$ cat src/rtl/vga_capture.sv
// VGA receive monitor: measures HS/VS timing, locks after clean frames, emits active-area pixels.
// All outputs registered, 1 cycle from sampled input; no backpressure, one pixel per clock.
module vga_capture #(
    parameter int H_SYNC      = 96,
    parameter int H_BACK      = 48,
    parameter int H_ACTIVE    = 640,
    parameter int H_TOTAL     = 800,
    parameter int V_SYNC      = 2,
    parameter int V_BACK      = 33,
    parameter int V_ACTIVE    = 480,
    parameter int V_TOTAL     = 525,
    parameter int LOCK_FRAMES = 2
) (
    input  logic       CLOCK_25,
    input  logic       RESET,
    input  logic       VGA_HS,
    input  logic       VGA_VS,
    input  logic [7:0] VGA_R,
    input  logic [7:0] VGA_G,
    input  logic [7:0] VGA_B,
    output logic [9:0] pix_x,
    output logic [9:0] pix_y,
    output logic [7:0] pix_r,
    output logic [7:0] pix_g,
    output logic [7:0] pix_b,
    output logic       pix_valid,
    output logic       frame_start,
    output logic       locked,
    output logic       timing_err,
    output logic [7:0] err_count
);

    localparam int GW = $clog2(LOCK_FRAMES + 1);
    localparam logic [9:0] HA0 = 10'(H_SYNC + H_BACK);
    localparam logic [9:0] HA1 = 10'(H_SYNC + H_BACK + H_ACTIVE);
    localparam logic [9:0] VA0 = 10'(V_SYNC + V_BACK);
    localparam logic [9:0] VA1 = 10'(V_SYNC + V_BACK + V_ACTIVE);

    typedef enum logic [1:0] {SEARCH, CHECK, LOCKED} state_t;

    state_t        state_q, state_d;
    logic [GW-1:0] good_q, good_d, good_inc;
    logic          hs_q;
    logic          vs_line_q;
    logic [9:0]    hcnt_q, hcnt_d;
    logic [9:0]    vcnt_q, vcnt_d;
    logic [9:0]    pix_x_q, pix_y_q;
    logic [7:0]    pix_r_q, pix_g_q, pix_b_q;
    logic          pix_valid_q, frame_start_q, locked_q, timing_err_q;
    logic [7:0]    err_q;

    logic          hs_fall, frame_bnd, timeout;
    logic          line_bad, frame_bad, viol, active, valid_d;
    logic [10:0]   line_len, frame_len;

    assign hs_fall   = hs_q & ~VGA_HS;
    // vs_line_q holds VS as seen at the previous line start, so a frame
    // boundary is the first line start with VS low.
    assign frame_bnd = hs_fall & ~VGA_VS & vs_line_q;
    assign line_len  = {1'b0, hcnt_q} + 11'd1;
    assign frame_len = {1'b0, vcnt_q} + 11'd1;
    assign timeout   = ~hs_fall & (hcnt_q == 10'h3FE);
    assign line_bad  = hs_fall & (line_len != 11'(H_TOTAL));
    assign frame_bad = frame_bnd & (frame_len != 11'(V_TOTAL));
    assign viol      = timeout | ((state_q != SEARCH) & (line_bad | frame_bad));
    assign good_inc  = good_q + GW'(1);

    always_comb begin
        hcnt_d = hcnt_q;
        vcnt_d = vcnt_q;
        if (hs_fall) begin
            hcnt_d = 10'd0;
            if (frame_bnd) begin
                vcnt_d = 10'd0;
            end else if (vcnt_q != 10'h3FF) begin
                vcnt_d = vcnt_q + 10'd1;
            end
        end else if (hcnt_q != 10'h3FF) begin
            hcnt_d = hcnt_q + 10'd1;
        end
    end

    always_comb begin
        state_d = state_q;
        good_d  = good_q;
        case (state_q)
            SEARCH: begin
                if (frame_bnd) begin
                    state_d = CHECK;
                    good_d  = '0;
                end
            end
            CHECK: begin
                if (viol) begin
                    state_d = SEARCH;
                    good_d  = '0;
                end else if (frame_bnd) begin
                    good_d = good_inc;
                    if (good_inc == GW'(LOCK_FRAMES)) begin
                        state_d = LOCKED;
                    end
                end
            end
            LOCKED: begin
                if (viol) begin
                    state_d = SEARCH;
                    good_d  = '0;
                end
            end
            default: begin
                state_d = SEARCH;
                good_d  = '0;
            end
        endcase
    end

    assign active  = (hcnt_d >= HA0) && (hcnt_d < HA1) && (vcnt_d >= VA0) && (vcnt_d < VA1);
    assign valid_d = (state_d == LOCKED) && active;

    always_ff @(posedge CLOCK_25) begin
        if (RESET) begin
            state_q       <= SEARCH;
            good_q        <= '0;
            hs_q          <= 1'b1;
            vs_line_q     <= 1'b1;
            hcnt_q        <= 10'd0;
            vcnt_q        <= 10'd0;
            pix_x_q       <= 10'd0;
            pix_y_q       <= 10'd0;
            pix_r_q       <= 8'd0;
            pix_g_q       <= 8'd0;
            pix_b_q       <= 8'd0;
            pix_valid_q   <= 1'b0;
            frame_start_q <= 1'b0;
            locked_q      <= 1'b0;
            timing_err_q  <= 1'b0;
            err_q         <= 8'd0;
        end else begin
            state_q   <= state_d;
            good_q    <= good_d;
            hs_q      <= VGA_HS;
            hcnt_q    <= hcnt_d;
            vcnt_q    <= vcnt_d;
            if (hs_fall) begin
                vs_line_q <= VGA_VS;
            end
            // Coordinates and colour hold their last value outside the active area.
            if (valid_d) begin
                pix_x_q <= hcnt_d - HA0;
                pix_y_q <= vcnt_d - VA0;
                pix_r_q <= VGA_R;
                pix_g_q <= VGA_G;
                pix_b_q <= VGA_B;
            end
            pix_valid_q   <= valid_d;
            frame_start_q <= valid_d && (hcnt_d == HA0) && (vcnt_d == VA0);
            locked_q      <= (state_d == LOCKED);
            timing_err_q  <= viol;
            if (viol && (err_q != 8'hFF)) begin
                err_q <= err_q + 8'd1;
            end
        end
    end

    assign pix_x       = pix_x_q;
    assign pix_y       = pix_y_q;
    assign pix_r       = pix_r_q;
    assign pix_g       = pix_g_q;
    assign pix_b       = pix_b_q;
    assign pix_valid   = pix_valid_q;
    assign frame_start = frame_start_q;
    assign locked      = locked_q;
    assign timing_err  = timing_err_q;
    assign err_count   = err_q;

endmodule
$ cat config.mk
export PLATFORM = sky130hd
export DESIGN_NAME = vga_capture
export DESIGN_NICKNAME = d
export VERILOG_FILES = /design/src/rtl/vga_capture.sv
export SDC_FILE = /design/constraint.sdc
export NUM_CORES = 1
export LEC_CHECK = 0
export ABC_AREA = 1
export CAP_MARGIN = 10
export CORE_ASPECT_RATIO = 1.25
export CORE_MARGIN = 8
export CORE_UTILIZATION = 50
export DETAILED_ROUTE_END_ITERATION = 10
export PLACE_DENSITY = 0.8
export SKIP_LAST_GASP = 1
export SLEW_MARGIN = 15
export SYNTH_ARGS = -nofsm -noshare
export SYNTH_HDL_FRONTEND = slang
export SYNTH_SLANG_ARGS = --single-unit
$ cat constraint.sdc
create_clock -name CLOCK_25 -period 8.4 [get_ports CLOCK_25]
set_input_delay 1.26 -clock CLOCK_25 [delete_from_list [all_inputs] [get_ports CLOCK_25]]
set_output_delay 1.26 -clock CLOCK_25 [all_outputs]
set_load 0.05 [all_outputs]
==> results.cfg, run 1 <==
[status]
status = finished clean

[clock_network]
htree_levels = 3
cts_hold_buf = 0
insertion_delay_ps = 330
path_clk_slew_ps = 60
cts_buffers = 9
cts.sinks = 82
post_cts_buffers = 0
clockBufferDepth = 2
clockRootBuffer = clkbuf_16
cts_tree = done
cts_resized = 0

[critical_path]
worstSetupStartpointType = input port
arrival_ps = 5160
path_buf_inv = 5
cp_cell_sequence = clkdlybuf4s50_1 > inv_2 > nand2_2 > inv_2 > nand3_2 > nand2_1 > nor2_1 > ha_1 > inv_1 > nand3_1 > o21bai_4 > nand2_1 > nand3_2 > nor2_4 > buf_4 > nand3b_1 > nand2_1 > nor2_1
critPathSlowestCell = nor2_4
cpPeakStageDelay_ps = 760
crit_path_max_fanout = 47
endpoint_kind = register
cp_common_cell = nand2_1
crit_required_ps = 8620
crit_family = simple AND/OR/NAND/NOR gates
crit_type = input port to register

[run]
maxCapViolCount = 0

[power]
swShare = 0.247
switchingPower_uw = 208
ir_drop_mv = 0.0890
p_leak_nw = 2.42
cellPowerDensity_nw_per_um2 = 144
intPower_uw = 635
clock_power_share = 0.431
p_comb_frac = 0.095
p_seq_frac = 0.474

[sta]
rsz0062_at_grt = false
finClkSkew_ps = 7.19
fmaxAchievable_ghz = 0.202
worst_pin_slew_ps = 1110
timing.final.setup_violations = 0
min_period_ps = 4940
finalCritPeriodShare = 0.588
max_slew_margin = 0.261
hold_viol_final = 0
slew_violations = 0
setup-tns-final_ps = 0

[synth]
yosysMostFrequentCell = nand2_1
yosys_warnings = 0
synth_ff_type = dfxtp_1
netlist_area_um2 = 4840
async_flop_share = 0
syn_avg_cell_area_um2 = 7.28
yosys.area.top_type_share = 0.339
yosysTopAreaCell = dfxtp_1
syn_inst = 665
synth_edf_count = 0
syn_nets = 702
ys_types = 35
ys_seq_elements = 82
synthTopCellsByCount = nand2_1 (163), nor2_1 (99), dfxtp_1 (82)
synthTopCellsByArea = dfxtp_1 (34%), nand2_1 (13%), nor2_1 (7.7%)
seq_area_frac_synth = 0.339

[final_layout]
layout.nets = 770
seqCellArea_um2 = 1640
layout-drive-gt1-share = 0.137
diodes = 0
area_growth_pct = 21.2
fin_area_um2 = 5870
multi_input_area_um2 = 2730
fillers = 842

[routing]
drc_errors = 0
vias_per_cell = 5.17
drtAntennaViolNets = 0
first_pass_iters = 7
avgRoutedWirePerCell_um = 13.7
vias = 4466
drt_iter0_drc = 219
drt-total-wl_um = 11800

[grt]
grt_pass1_vias = 4317
grt_max_degree = 86
grt_usage = 0.182
antenna_found_initial = 0
overflow = 0
grt_pass1_wl_um = 20200

[placed_design]
port_buffers = 83
place_area_um2 = 5590
hpwl_um = 8690
place_congestion = 0.872

[floorplanning]
core_area_um2 = 9510
rows = 40
io-pin-count = 84
die_w_um = 104
die_area_um2 = 13100
start_util = 0.509
dieHeight_um = 126

[worst_hold_path]
min_path_type = register to register
[worst register-to-register path: stages (launching register included)]
cell and delay (ps):
dfxtp_1 450, ha_1 280, nand2_2 100, nor2_4 140, nand3_2 230, nand2_1 140
nand2_1 120, inv_1 130, ha_1 150, nand2_1 50, nor2_1 130, nand3b_1 120
nand3_1 120, nand3_2 90, nor2_4 760, buf_4 660, nand3b_1 150, nand2_1 120
nor2_1 60
[path summary, 6_finish.rpt]
kind                            startpoint  slack, ps  cells after the start  endpoint
worst max-delay path                VGA_HS       3460                     18  pix_g[5]
worst min-delay path              pix_r[3]        480                      2  pix_r[3]
worst max register to register   hcnt_q[0]       4300                     18  pix_g[5]
worst min register to register    pix_r[3]        480                      2  pix_r[3]
[sequential cells by signal, summed over array words and instances, names as in the netlist, 2 cells and up]
register	flops
hcnt_q	10
pix_x	10
pix_y	10
vcnt_q	10
err_count	8
pix_b	8
pix_g	8
pix_r	8
good_q	2
state_q	2
[stage by stage]
| step | total power [mW] | hold WS, ps | std cells | utilization | worst slack (ps) |
|---|---|---|---|---|---|
| 2_1_floorplan | 0.460 | 455 | 665 | - | 5120 |
| 3_3_place_gp | 0.483 | 463 | 848 | 0.588 | 3300 |
| 3_5_place_dp | 0.486 | 474 | 848 | 0.588 | 3170 |
| 4_1_cts | 0.847 | 488 | 864 | 0.617 | 3500 |
| 5_1_grt | 0.877 | 503 | 864 | 0.617 | 3100 |
| 6_report | 0.842 | 482 | 864 | 0.617 | 3460 |
[power groups by stage]
| stage | logic, mW | registers (mW) | clock network, mW |
|---|---|---|---|
| after global placement | 0.0761 | 0.407 | 0 |
| after detailed placement | 0.0784 | 0.408 | 0 |
| after floorplan | 0.0521 | 0.407 | 0 |
| final | 0.0802 | 0.399 | 0.363 |
| after global routing | 0.0895 | 0.399 | 0.388 |
| after CTS | 0.0796 | 0.399 | 0.368 |
[final cells by class]
| cell class | count | area share |
|---|---|---|
| multi-input combinational | 500 | 0.466 |
| sequential | 82 | 0.280 |
| inverter | 53 | 0.0339 |
| clock inverter | 4 | 0.00448 |
| tap | 126 | 0.0269 |
| clock buffer | 12 | 0.0420 |
| timing repair buffer | 87 | 0.147 |
[layout by cell type (no fill, tap or decap), types with 14 or more instances in the layout]
cell             count
nand3_2             14
a21oi_2             40
nand3b_1            30
clkdlybuf4s50_1     83
nand2_1            163
dfxtp_1             82
inv_1               47
nor2_1              99
nand3_1             52
a21oi_1             17
[logic make-up (layout without fill, tap and decap cells)]
logic type | count (synthesis) | after routing | synth area share
compound gates | 74 | 74 | 0.118
simple gates | 401 | 401 | 0.394
xor+xnor | 16 | 16 | 0.0289
fa+ha+maj | 9 | 9 | 0.0233
flops | 82 | 82 | 0.339
buf+inv | 83 | 156 | 0.0961
[routing by layer]
layer  GRT usage  vias up  wire [µm]
met3      0.0413       21        575
li1            -     2290          -
met2       0.314      118       5960
met1       0.212     2037       5040
met5           0        -          0
met4      0.0751        0        270
No activity file was read; power rests on OpenSTA's default activity.
==> run 2: changes to the inputs <==
--- a/config.mk
+++ b/config.mk
@@ -9,7 +9,7 @@
 export CAP_MARGIN = 10
 export CORE_ASPECT_RATIO = 1.25
 export CORE_MARGIN = 8
-export CORE_UTILIZATION = 50
+export CORE_UTILIZATION = 48
 export DETAILED_ROUTE_END_ITERATION = 10
 export PLACE_DENSITY = 0.8
 export SKIP_LAST_GASP = 1
==> constraint.sdc (replaced) <==
create_clock -name CLOCK_25 -period 4.32 [get_ports CLOCK_25]
set_input_delay 0.648 -clock CLOCK_25 [delete_from_list [all_inputs] [get_ports CLOCK_25]]
set_output_delay 0.648 -clock CLOCK_25 [all_outputs]
set_load 0.05 [all_outputs]
==> run 2 against run 1 <==
Against the previous run: clock skew rose by 1.6 ps; register-to-register slack worse by 3300 ps; count of clock-buffer cells in the layout shrank 2; worst hold slack barely moved; critical path type unchanged; largest cell class unchanged; highest routed layer unchanged.
==> results.cfg, run 2 (synthesis gave the netlist of run 1 again) <==
[placed_design]
dp_cells = 852
place_area_um2 = 5630
place_congestion = 0.864
place_ws_ps = 743
port_buffers = 83
hpwl_um = 8550

[sta]
min_period_ps = 3300
worst_pin_slew_ps = 551
finalCritPeriodShare = 0.763
fin_ws_ps = 1020
max_slew_margin = 0.631
timing.final.setup_violations = 0
rsz0062_at_grt = false
hold_viol_final = 0
fmaxAchievable_ghz = 0.303
slew_violations = 0
finClkSkew_ps = 8.78
setup-tns-final_ps = 0

[floorplanning]
dieHeight_um = 128
core_area_um2 = 9950
die_w_um = 106
start_util = 0.486
io-pin-count = 84
rows = 41
die_area_um2 = 13600

[critical_path]
endpoint_kind = register
cp_cell_sequence = clkdlybuf4s50_1 > inv_2 > nand2_2 > inv_2 > nand3_2 > inv_1 > nor2_1 > ha_1 > inv_1 > nand4_1 > nor2_1 > nor2_1 > nor2_4 > buf_12 > nand2_2 > nand2_1 > nand2_1 > nor2_1
worstSetupStartpointType = input port
cp_common_cell = nor2_1
critPathSlowestCell = clkdlybuf4s50_1
arrival_ps = 3560
cpPeakStageDelay_ps = 410
crit_path_max_fanout = 85
path_buf_inv = 6
crit_family = buffers and inverters
crit_required_ps = 4580
crit_type = input port to register
r2r_setup_slack_ps = 1040

[final_layout]
fin_area_um2 = 5940
area_growth_pct = 22.6
layout_commonest_cell = nand2_1
layout.nets = 771
diodes = 0
instances_no_fill = 867
fillers = 894
layout-drive-gt1-share = 0.138
layout_common_cells = nand2_1 (163), nor2_1 (99), clkdlybuf4s50_1 (83)

[run]
maxCapViolCount = 0

[grt]
overflow = 0
grt_usage = 0.171
antenna_found_initial = 0
grt_max_degree = 86
grt_pass1_wl_um = 19500
grt_pass1_vias = 4151

[routing]
first_pass_iters = 5
drtAntennaViolNets = 0
vias = 4508
vias_per_cell = 5.20
drc_errors = 0
avgRoutedWirePerCell_um = 13.6
drt_iter0_drc = 230
drt-total-wl_um = 11800

[power]
ir_drop_mv = 0.208
power.total_mw = 1.73
cellPowerDensity_nw_per_um2 = 291
p_leak_nw = 2.45

[clock_network]
path_clk_slew_ps = 60
clockBufferDepth = 2
cts_tree = done
cts_resized = 0
htree_levels = 3
cts_buffers = 9
cts_hold_buf = 0
clockRootBuffer = clkbuf_16
post_cts_buffers = 0
insertion_delay_ps = 330
cts.sinks = 82

[worst_hold_path]
min_path_type = register to register

[status]
status = finished clean
==> run 2: cell count changes in the layout (fill, tap and decap cells not counted), sizes merged <==
cell | previous run | this run
buf | 4 | 5
clkinvlp | 1 | 0
clkbuf | 12 | 10
bufinv | 0 | 2
==> run 2: worst reg2reg max path, delay by kind of cell, from the launching register on <==
family | cells | cell delay, ps
AO/OA/AOI/OAI | 1 | 100
AND/OR/NAND/NOR | 14 | 1670
flip-flops | 1 | 440
buffers and inverters | 2 | 480
adder cells (fa/ha/maj) | 2 | 540
==> run 2: final cells by class <==
type / count / area (µm²) / share of cell area
inverter: 53 / 199 / 0.0335
tap: 129 / 161 / 0.0272
sequential: 82 / 1640 / 0.277
timing repair buffer: 88 / 893 / 0.150
clock inverter: 5 / 78.8 / 0.0133
multi-input combinational: 500 / 2730 / 0.460
clock buffer: 10 / 229 / 0.0386
==> run 2: metal layers <==
layer	up-vias	GRT usage	routed length [µm]
met1	2083	0.204	5090
met4	0	0.0556	148
li1	2291	-	-
met2	124	0.300	5970
met3	10	0.0307	603
met5	-	0	0
==> run 2: final timing paths <==
kind / startpoint / to / cells after the start
worst max-delay path: VGA_HS / pix_y[4] / 18
worst min register to register: pix_x[3] / pix_x[3] / 2
worst min-delay path: pix_x[3] / pix_x[3] / 2
worst max register to register: vcnt_q[0] / pix_y[4] / 19
==> run 2: where the power goes <==
group / internal [mW] / switching [mW]
logic: 0.0640 / 0.0919
registers: 0.765 / 0.0110
clock network: 0.503 / 0.294
total: 1.33 / 0.397
==> run 2: through the flow <==
| step | hold WS [ps] | util |
|---|---|---|
| after floorplan | 455 | - |
| after global placement | 464 | 0.566 |
| after detailed placement | 474 | 0.566 |
| after CTS | 490 | 0.597 |
| after global routing | 509 | 0.597 |
| final | 483 | 0.597 |
